### config.mk
export PLATFORM = sky130hd
export DESIGN_NAME = execute_stage
export DESIGN_NICKNAME = d
export VERILOG_FILES = /design/src/rtl/y86_pkg.sv /design/src/rtl/alu_64.sv /design/src/rtl/cond_eval.sv /design/src/rtl/execute_stage.sv
export SDC_FILE = /design/constraint.sdc
export NUM_CORES = 1
export LEC_CHECK = 0
export CELL_PAD_IN_SITES_DETAIL_PLACEMENT = 1
export CELL_PAD_IN_SITES_GLOBAL_PLACEMENT = 1
export CORE_MARGIN = 3
export CORE_UTILIZATION = 35
export DETAILED_ROUTE_END_ITERATION = 8
export GPL_ROUTABILITY_DRIVEN = 1
export PLACE_DENSITY_LB_ADDON = 0.1
export SLEW_MARGIN = 20
export SYNTH_ARGS = -nofsm -noshare
export SYNTH_HDL_FRONTEND = slang
export SYNTH_HIERARCHICAL = 1
export SYNTH_SLANG_ARGS = --single-unit
### constraint.sdc
create_clock -name clk -period 17.6 [get_ports clk]
set_input_delay 5.28 -clock clk [delete_from_list [all_inputs] [get_ports clk]]
set_output_delay 5.28 -clock clk [all_outputs]
set_load 0.05 [all_outputs]
### src/rtl/y86_pkg.sv
// Shared Y86-64 constants: instruction codes, status codes, register IDs,
// ALU modes and condition-code bit positions.
package y86_pkg;

    // Instruction codes
    localparam logic [3:0] I_HALT   = 4'h0;
    localparam logic [3:0] I_NOP    = 4'h1;
    localparam logic [3:0] I_RRMOVQ = 4'h2;
    localparam logic [3:0] I_IRMOVQ = 4'h3;
    localparam logic [3:0] I_RMMOVQ = 4'h4;
    localparam logic [3:0] I_MRMOVQ = 4'h5;
    localparam logic [3:0] I_OPQ    = 4'h6;
    localparam logic [3:0] I_JXX    = 4'h7;
    localparam logic [3:0] I_CALL   = 4'h8;
    localparam logic [3:0] I_RET    = 4'h9;
    localparam logic [3:0] I_PUSHQ  = 4'hA;
    localparam logic [3:0] I_POPQ   = 4'hB;

    // Pipeline status codes
    localparam logic [2:0] S_AOK = 3'd1;
    localparam logic [2:0] S_HLT = 3'd2;
    localparam logic [2:0] S_ADR = 3'd3;
    localparam logic [2:0] S_INS = 3'd4;

    // "No register" ID
    localparam logic [3:0] RNONE = 4'hF;

    // ALU modes (alu_64 function select)
    localparam logic [1:0] ALU_ADD = 2'd0;
    localparam logic [1:0] ALU_SUB = 2'd1;
    localparam logic [1:0] ALU_AND = 2'd2;
    localparam logic [1:0] ALU_XOR = 2'd3;

    // Condition-code bit positions within {ZF,SF,OF}
    localparam int CC_ZF = 2;
    localparam int CC_SF = 1;
    localparam int CC_OF = 0;

    // jXX / cmovXX condition function codes
    localparam logic [3:0] C_ALWAYS = 4'd0;
    localparam logic [3:0] C_LE     = 4'd1;
    localparam logic [3:0] C_L      = 4'd2;
    localparam logic [3:0] C_E      = 4'd3;
    localparam logic [3:0] C_NE     = 4'd4;
    localparam logic [3:0] C_GE     = 4'd5;
    localparam logic [3:0] C_G      = 4'd6;

endpackage

### src/rtl/alu_64.sv
// Y86-64 ALU: add, subtract (a-b), and, xor, with {ZF,SF,OF} flags.
module alu_64
    import y86_pkg::*;
#(
    parameter int W = 64
) (
    input  logic [W-1:0] a,
    input  logic [W-1:0] b,
    input  logic [1:0]   mode,
    output logic [W-1:0] y,
    output logic [2:0]   cc
);

    logic of_flag;

    // Result and signed-overflow detection for the selected operation
    always_comb begin
        y       = '0;
        of_flag = 1'b0;
        case (mode)
            ALU_ADD: begin
                y       = a + b;
                of_flag = (a[W-1] == b[W-1]) && (y[W-1] != a[W-1]);
            end
            ALU_SUB: begin
                y       = a - b;
                of_flag = (a[W-1] != b[W-1]) && (y[W-1] != a[W-1]);
            end
            ALU_AND: y = a & b;
            default: y = a ^ b;
        endcase
        cc        = 3'b000;
        cc[CC_ZF] = (y == '0);
        cc[CC_SF] = y[W-1];
        cc[CC_OF] = of_flag;
    end

endmodule

### src/rtl/cond_eval.sv
// Evaluates a jXX/cmovXX condition code (ifun) against {ZF,SF,OF}.
module cond_eval
    import y86_pkg::*;
(
    input  logic [3:0] ifun,
    input  logic [2:0] cc,
    output logic       cnd
);

    logic zf, sf, of_flag;

    assign zf      = cc[CC_ZF];
    assign sf      = cc[CC_SF];
    assign of_flag = cc[CC_OF];

    // Condition table; undefined function codes never fire
    always_comb begin
        cnd = 1'b0;
        case (ifun)
            C_ALWAYS: cnd = 1'b1;
            C_LE:     cnd = (sf ^ of_flag) | zf;
            C_L:      cnd = sf ^ of_flag;
            C_E:      cnd = zf;
            C_NE:     cnd = ~zf;
            C_GE:     cnd = ~(sf ^ of_flag);
            C_G:      cnd = ~(sf ^ of_flag) & ~zf;
            default:  cnd = 1'b0;
        endcase
    end

endmodule

### src/rtl/execute_stage.sv
// Y86-64 execute stage: E pipeline register, ALU operand/function selection,
// condition-code register, jXX/cmovXX evaluation and the M pipeline register.
module execute_stage
    import y86_pkg::*;
#(
    parameter int W = 64
) (
    input  logic         clk,
    input  logic         reset,
    input  logic [2:0]   d_stat,
    input  logic [3:0]   d_icode,
    input  logic [3:0]   d_ifun,
    input  logic [W-1:0] d_valA,
    input  logic [W-1:0] d_valB,
    input  logic [W-1:0] d_valC,
    input  logic [3:0]   d_dstE,
    input  logic [3:0]   d_dstM,
    input  logic         E_stall,
    input  logic         E_bubble,
    input  logic         M_bubble,
    input  logic         m_stat_exc,
    input  logic         W_stat_exc,
    output logic         e_Cnd,
    output logic [3:0]   e_dstE,
    output logic [W-1:0] e_valE,
    output logic [2:0]   M_stat,
    output logic [3:0]   M_icode,
    output logic         M_Cnd,
    output logic [W-1:0] M_valE,
    output logic [W-1:0] M_valA,
    output logic [3:0]   M_dstE,
    output logic [3:0]   M_dstM,
    output logic [2:0]   cc_out
);

    localparam logic [W-1:0] STACK_STEP = W'(8);

    // E pipeline register
    logic [2:0]   e_stat_reg;
    logic [3:0]   e_icode_reg;
    logic [3:0]   e_ifun_reg;
    logic [W-1:0] e_vala_reg;
    logic [W-1:0] e_valb_reg;
    logic [W-1:0] e_valc_reg;
    logic [3:0]   e_dste_reg;
    logic [3:0]   e_dstm_reg;

    // M pipeline register and condition codes
    logic [2:0]   m_stat_reg;
    logic [3:0]   m_icode_reg;
    logic         m_cnd_reg;
    logic [W-1:0] m_vale_reg;
    logic [W-1:0] m_vala_reg;
    logic [3:0]   m_dste_reg;
    logic [3:0]   m_dstm_reg;
    logic [2:0]   cc_reg;

    // Datapath
    logic [W-1:0] alu_a;
    logic [W-1:0] alu_b;
    logic [1:0]   alu_mode;
    logic [W-1:0] alu_y;
    logic [2:0]   alu_cc;
    logic         raw_cnd;
    logic         cc_write;

    // E register: reset > bubble > stall > load from decode
    always_ff @(posedge clk) begin
        if (reset || E_bubble) begin
            e_stat_reg  <= S_AOK;
            e_icode_reg <= I_NOP;
            e_ifun_reg  <= 4'h0;
            e_vala_reg  <= '0;
            e_valb_reg  <= '0;
            e_valc_reg  <= '0;
            e_dste_reg  <= RNONE;
            e_dstm_reg  <= RNONE;
        end else if (!E_stall) begin
            e_stat_reg  <= d_stat;
            e_icode_reg <= d_icode;
            e_ifun_reg  <= d_ifun;
            e_vala_reg  <= d_valA;
            e_valb_reg  <= d_valB;
            e_valc_reg  <= d_valC;
            e_dste_reg  <= d_dstE;
            e_dstm_reg  <= d_dstM;
        end
    end

    // ALU operand and function selection; ALU computes aluB op aluA
    always_comb begin
        alu_a    = '0;
        alu_b    = '0;
        alu_mode = ALU_ADD;
        case (e_icode_reg)
            I_RRMOVQ, I_OPQ:              alu_a = e_vala_reg;
            I_IRMOVQ, I_RMMOVQ, I_MRMOVQ: alu_a = e_valc_reg;
            I_CALL, I_PUSHQ:              alu_a = '0 - STACK_STEP;
            I_RET, I_POPQ:                alu_a = STACK_STEP;
            default:                      alu_a = '0;
        endcase
        case (e_icode_reg)
            I_RMMOVQ, I_MRMOVQ, I_OPQ, I_CALL,
            I_RET, I_PUSHQ, I_POPQ:       alu_b = e_valb_reg;
            default:                      alu_b = '0;
        endcase
        if (e_icode_reg == I_OPQ) begin
            alu_mode = e_ifun_reg[1:0];
        end
    end

    alu_64 #(.W(W)) u_alu (
        .a    (alu_b),
        .b    (alu_a),
        .mode (alu_mode),
        .y    (alu_y),
        .cc   (alu_cc)
    );

    cond_eval u_cond (
        .ifun (e_ifun_reg),
        .cc   (cc_reg),
        .cnd  (raw_cnd)
    );

    // Condition only meaningful for cmovXX and jXX; a failed cmov drops its write
    assign e_Cnd    = ((e_icode_reg == I_RRMOVQ) || (e_icode_reg == I_JXX)) && raw_cnd;
    assign e_dstE   = ((e_icode_reg == I_RRMOVQ) && !e_Cnd) ? RNONE : e_dste_reg;
    assign e_valE   = alu_y;
    assign cc_write = (e_icode_reg == I_OPQ) && !m_stat_exc && !W_stat_exc;

    // CC register and M register: reset > bubble > load from execute
    always_ff @(posedge clk) begin
        if (reset) begin
            cc_reg <= 3'b100;
        end else if (cc_write) begin
            cc_reg <= alu_cc;
        end
        if (reset || M_bubble) begin
            m_stat_reg  <= S_AOK;
            m_icode_reg <= I_NOP;
            m_cnd_reg   <= 1'b0;
            m_vale_reg  <= '0;
            m_vala_reg  <= '0;
            m_dste_reg  <= RNONE;
            m_dstm_reg  <= RNONE;
        end else begin
            m_stat_reg  <= e_stat_reg;
            m_icode_reg <= e_icode_reg;
            m_cnd_reg   <= e_Cnd;
            m_vale_reg  <= alu_y;
            m_vala_reg  <= e_vala_reg;
            m_dste_reg  <= e_dstE;
            m_dstm_reg  <= e_dstm_reg;
        end
    end

    assign M_stat  = m_stat_reg;
    assign M_icode = m_icode_reg;
    assign M_Cnd   = m_cnd_reg;
    assign M_valE  = m_vale_reg;
    assign M_valA  = m_vala_reg;
    assign M_dstE  = m_dste_reg;
    assign M_dstM  = m_dstm_reg;
    assign cc_out  = cc_reg;

endmodule

==> flow_summary.yaml, run 1 <==
setup_path:
  r2r_slack_ps: 9780
  cp_slowest_stage_delay_ps: 820
  critPathRequiredTime_ps: 12320
  crit_buf_inv: 4
  worstSetupPathType: "reg2out"
  startpoint_type: "flip-flop"
  r2r_start: "e_icode_reg[2]$_SDFFE_PP0N_"
  reg2reg_to: "cc_out[2]$_SDFFE_PP1P_"
  slowest_stage: "clkdlybuf4s50_1"
  crit_chain: "a32o_2 -> buf_4 -> a221o_1 -> inv_1 -> ha_1 -> nor4_1 -> o21ai_0 -> a2111oi_0 -> nor4_1 -> a21oi_1 -> o211ai_1 -> o31ai_1 -> a311o_1 -> a21oi_1 -> o21bai_1 -> mux2_2 -> nor4_2 -> buf_4 -> clkdlybuf4s50_1"
  worstPathArrival_ps: 8000
  critPathCaptureType: "primary output"
  critPathMaxFanout: 63
  reg2regPathDepth: 20
  crit_family: "compound AO/OA/AOI/OAI gates"
hold_path:
  hold_depth: 1
  hold_class: "reg2reg"
  min_from: "e_dstm_reg[3]$_SDFFE_PP1N_"
  hold_end: "M_dstM[3]$_SDFF_PP1_"
sta:
  finalSetupViolCount: 0
  hold_violations: 0
  fin_setup_tns_ps: 0
  clock.fmax_ghz: 0.0753
  fin_crit_ps: 13280
  finClkSkew_ps: 25.7
  hold_slack_ps: 437
  fin_crit_sh_pct: 75.5
  worst_pin_slew_ps: 1240
  relSlewSlack_pct: 17.5
  report.final.slew_viol_count: 0
  rsz0062_at_grt: "false"
synthesis:
  ys_seq_area_share_pct: 30.5
  ys.flop_type: "dfxtp_1"
  synthArstFlopShare_pct: 0
  synthCells: 2874
  synth_edf_count: 0
  synth_area_um2: 23500
  synth_seq_cells: 358
  synth.net_count: 3222
  ys_types: 110
  ys_warn_count: 6
  avgSynthCellArea_um2: 8.18
die:
  die-area_um2: 70300
  num_io_pins: 434
  initial_core_util_pct: 35.6
  die_x_um: 265
  core_um2: 66100
  core.rowCount: 94
  die_h_um: 265
pwr:
  switching_share_pct: 28.6
  pwr-share-comb_pct: 17.0
  power.density_nw_per_um2: 71.4
  clkPwrFrac_pct: 42.9
  pwr-share-seq_pct: 40.1
  leakagePower_nw: 12.6
  internal_power_w: 0.00151
  peakVddDrop_uv: 66.4
  p_sw_w: 0.000604
  p_total_w: 0.00211
drt:
  wl_mm: 110
  num_vias: 24000
  routed-wl-met2_mm: 45.6
  ant_nets: 0
  met3_length_mm: 10.4
  wl_per_cell_um: 27.0
  post-route-drc-count: 0
  drtIter0Drc: 2093
  first_pass_iters: 6
  vias_per_cell: 5.89
  wl_met1_mm: 51.4
  highest_layer: "met5"
clock_network:
  clock_path_buffers: 3
  tritoncts: "done"
  post-cts-setup-buffers: 0
  cts_max_level: 2
  cts.hold.buffers_added: 0
  numCtsBuffers: 42
  clock-root-buffer: "clkbuf_16"
  clock_insertion_delay_worst_skew_ps: 610
  cts-resized-gates: 0
  clock_sinks: 358
  path_clk_slew_ps: 60
grt:
  overflow: 0
  grt_pass1_wl_mm: 161
  grt_max_degree: 99
  antenna_found_initial: 29
  grt_pass1_vias: 24200
  grt_usage_pct: 30.2
finish:
  final_cell_mix: "432 x clkdlybuf4s50_1, 388 x nor2_1, 358 x dfxtp_1, 236 x mux2i_1, 203 x and2_1"
  fin_cells: 4077
  utilization_pct: 44.7
  mostFrequentLayoutCell: "clkdlybuf4s50_1"
  nNetsFinal: 3522
  nFillCells: 7731
  layout-area-overhead-vs-synth_pct: 25.9
  drive_gt1_share_pct: 5.46
run_status:
  outcome: "complete, no violations"
placement:
  numPortBuffers: 433
  place_inst: 3994
  globalplace.congestion: 0.937
  hpwl_mm: 85.4
job:
  maxCapViolCount: 0
-- power by group through the flow --
stage	registers, W	clock network [W]	logic [W]
3_3_place_gp	0.000863	0	0.000350
6_report	0.000846	0.000906	0.000360
2_1_floorplan	0.000865	0	0.000204
5_1_grt	0.000848	0.000964	0.000385
3_5_place_dp	0.000863	0	0.000355
4_1_cts	0.000846	0.000931	0.000357
-- worst max path at each step --
stage	startpoint	end	slack (ps)	depth (start not counted)
4_1_cts	e_icode_reg[2]$_SDFFE_PP0N_	e_valE[63]	4440	19
3_3_place_gp	e_icode_reg[2]$_SDFFE_PP0N_	e_valE[61]	5350	19
6_report	e_icode_reg[2]$_SDFFE_PP0N_	e_valE[63]	4320	19
3_5_place_dp	e_icode_reg[2]$_SDFFE_PP0N_	e_valE[63]	5120	19
5_1_grt	e_icode_reg[2]$_SDFFE_PP0N_	e_valE[63]	3760	19
2_1_floorplan	e_icode_reg[1]$_SDFFE_PP0N_	e_valE[39]	7110	17
-- synth_stat cells, types with 31 or more instances --
| cell | instances | area, um^2 |
|---|---|---|
| nand3_1 | 42 | 210 |
| a21oi_1 | 177 | 886 |
| inv_1 | 131 | 492 |
| o211ai_1 | 32 | 240 |
| clkbuf_1 | 117 | 439 |
| nand2_1 | 152 | 571 |
| nor3_1 | 49 | 245 |
| o31ai_1 | 32 | 240 |
| nor4_1 | 44 | 275 |
| a221o_1 | 64 | 641 |
| mux2i_1 | 236 | 2360 |
| and2_1 | 203 | 1270 |
| o21ai_0 | 103 | 515 |
| nor2_1 | 390 | 1460 |
| dfxtp_1 | 358 | 7170 |
| nand4_1 | 31 | 194 |
| buf_2 | 48 | 240 |
| ha_1 | 128 | 1600 |
| xnor2_1 | 33 | 289 |
-- logic make-up after synthesis --
group                    after synthesis  share of synthesized area (%)
adder cells (fa/ha/maj)              130                           6.99
XOR/XNOR                              39                           1.45
multiplexers                         244                           10.5
AO/OA/AOI/OAI                        706                           21.4
flip-flops                           358                           30.5
AND/OR/NAND/NOR                     1060                           22.6
buffers and inverters                337                           6.63
-- layout make-up --
type / count / area [um^2] / share of cell area [%]
sequential: 358 / 7170 / 24.2
timing repair buffer: 460 / 4570 / 15.4
antenna: 8 / 20.0 / 0.0677
multi-input combinational: 2179 / 14800 / 50.1
clock buffer: 63 / 1230 / 4.16
tap: 864 / 1080 / 3.65
inverter: 133 / 507 / 1.71
clock inverter: 12 / 203 / 0.685
-- metal layers --
| layer | global-route usage [%] | vias to the layer above |
|---|---|---|
| met3 | 8.88 | 154 |
| met2 | 43.9 | 990 |
| met1 | 43.7 | 11900 |
| li1 | - | 10900 |
| met4 | 6.97 | 38 |
| met5 | 0 | - |
-- stage by stage --
step / instance area [um^2] / worst slack, ps
6_report: 29600 / 4320
3_5_place_dp: 28100 / 5120
2_1_floorplan: 23500 / 7110
3_3_place_gp: 28100 / 5350
4_1_cts: 29600 / 4440
5_1_grt: 29600 / 3760
-- worst reg2reg max path: cells and delay by family, from the launching register on --
| family | cells | cell delay (ps) |
|---|---|---|
| AOI/OAI and AO/OA | 8 | 2990 |
| and+or+nand+nor | 8 | 2650 |
| DFF | 1 | 690 |
| buffers and inverters | 2 | 670 |
| adders and majority gates | 1 | 570 |
| muxes | 1 | 160 |
(Power assumes the default switching activity.)
==> run 2: changes to the inputs <==
clock period = 12.7 ns   (was 17.6 ns; I/O delays follow)
==> flow_summary.yaml, run 2 (synthesis results as in run 1) <==
drt:
  wl_per_cell_um: 26.8
  first_pass_iters: 5
  post-route-drc-count: 0
  drtIter0Drc: 2146
  ant_nets: 0
  vias_per_cell: 5.83
  wl_mm: 110
  num_vias: 23900
placement:
  place_inst: 4009
  globalplace.congestion: 0.960
  hpwl_mm: 86.1
  numPortBuffers: 433
setup_path:
  crit_family: "compound AO/OA/AOI/OAI gates"
  critPathCaptureType: "primary output"
  critPathRequiredTime_ps: 8890
  worstSetupPathType: "reg2out"
  startpoint_type: "flip-flop"
  worstPathArrival_ps: 8250
  crit_chain: "a21bo_2 -> mux2i_4 -> and2_1 -> ha_1 -> buf_4 -> nor4_1 -> o21ai_0 -> a2111oi_0 -> nor4_1 -> a21oi_1 -> o211ai_1 -> o31ai_1 -> a311o_1 -> a21oi_1 -> o21bai_1 -> mux2_2 -> nor4_2 -> clkdlybuf4s50_1"
  cp_slowest_stage_delay_ps: 910
  slowest_stage: "clkdlybuf4s50_1"
  crit_buf_inv: 2
  critPathMaxFanout: 29
sta:
  fin_setup_tns_ps: 0
  rsz0062_at_grt: "false"
  finalSetupViolCount: 0
  hold_violations: 0
  hold_slack_ps: 445
  relSlewSlack_pct: 23.8
  clock.fmax_ghz: 0.0829
  finClkSkew_ps: 30.2
  report.final.slew_viol_count: 0
  fin_crit_ps: 12060
  fin_crit_sh_pct: 95.0
  worst_pin_slew_ps: 1130
job:
  maxCapViolCount: 0
pwr:
  peakVddDrop_uv: 103
  p_total_w: 0.00284
  power.density_nw_per_um2: 96.0
  leakagePower_nw: 12.6
die:
  num_io_pins: 434
  die_x_um: 265
  die_h_um: 265
  core.rowCount: 94
  die-area_um2: 70300
  initial_core_util_pct: 35.6
  core_um2: 66100
finish:
  layout-area-overhead-vs-synth_pct: 25.8
  nNetsFinal: 3536
  mostFrequentLayoutCell: "clkdlybuf4s50_1"
  fin_cells: 4092
  final_cell_mix: "432 x clkdlybuf4s50_1, 387 x nor2_1, 358 x dfxtp_1, 236 x mux2i_1, 203 x and2_1"
  drive_gt1_share_pct: 5.79
run_status:
  outcome: "complete, no violations"
grt:
  grt_usage_pct: 30.1
  antenna_found_initial: 28
  overflow: 0
  grt_pass1_wl_mm: 161
  grt_max_degree: 101
  grt_pass1_vias: 23800
clock_network:
  cts_max_level: 2
  clock-root-buffer: "clkbuf_16"
  numCtsBuffers: 41
  cts-resized-gates: 0
  clock_sinks: 358
  post-cts-setup-buffers: 0
  clock_path_buffers: 3
  path_clk_slew_ps: 60
  clock_insertion_delay_worst_skew_ps: 600
  cts.hold.buffers_added: 0
  tritoncts: "done"
hold_path:
  hold_class: "reg2reg"
[run 2: area by class of cell]
| cell class | instances | area, um^2 |
|---|---|---|
| clock buffers | 61 | 1170 |
| fillers | 7808 | 36500 |
| diodes | 13 | 32.5 |
| multi-input cells | 2179 | 14800 |
| repair buffers | 475 | 4650 |
| flip-flops and latches | 358 | 7170 |
| clock inverters | 9 | 126 |
| well taps | 864 | 1080 |
| inverters | 133 | 507 |
[run 2: per-stage QoR]
stage	instance area (um^2)	utilization [%]	worst slack (ps)
detailed placement	28200	42.7	1330
global placement	28200	42.7	1500
global route	29500	44.7	186
CTS	29500	44.7	659
floorplan	23500	-	3680
finish	29600	44.7	636
[run 2: routing by layer]
layer	vias up	part of all wire (%)	track usage [%]	wire [um]
met5	-	0.16	0	181
li1	10900	-	-	-
met2	952	42	44.5	46300
met4	28	1.6	6.23	1740
met3	122	8.8	7.24	9630
met1	11800	47	44.2	52000
[run 2: power by group]
group | internal, W | total, W | switching (W)
combinational | 0.000204 | 0.000505 | 0.000301
clock | 0.000646 | 0.00116 | 0.000514
sequential | 0.00115 | 0.00117 | 0.0000224
[run 2: final timing paths]
path / startpoint / end / slack, ps / cells after the start
setup / recovery: e_icode_reg[2]$_SDFFE_PP0N_ / e_valE[63] / 640 / 18
hold / removal: e_dstm_reg[3]$_SDFFE_PP1N_ / M_dstM[3]$_SDFF_PP1_ / 440 / 1
setup reg to reg: e_icode_reg[1]$_SDFFE_PP0N_ / cc_out[2]$_SDFFE_PP1P_ / 4730 / 19
hold reg to reg: e_dstm_reg[3]$_SDFFE_PP1N_ / M_dstM[3]$_SDFF_PP1_ / 440 / 1
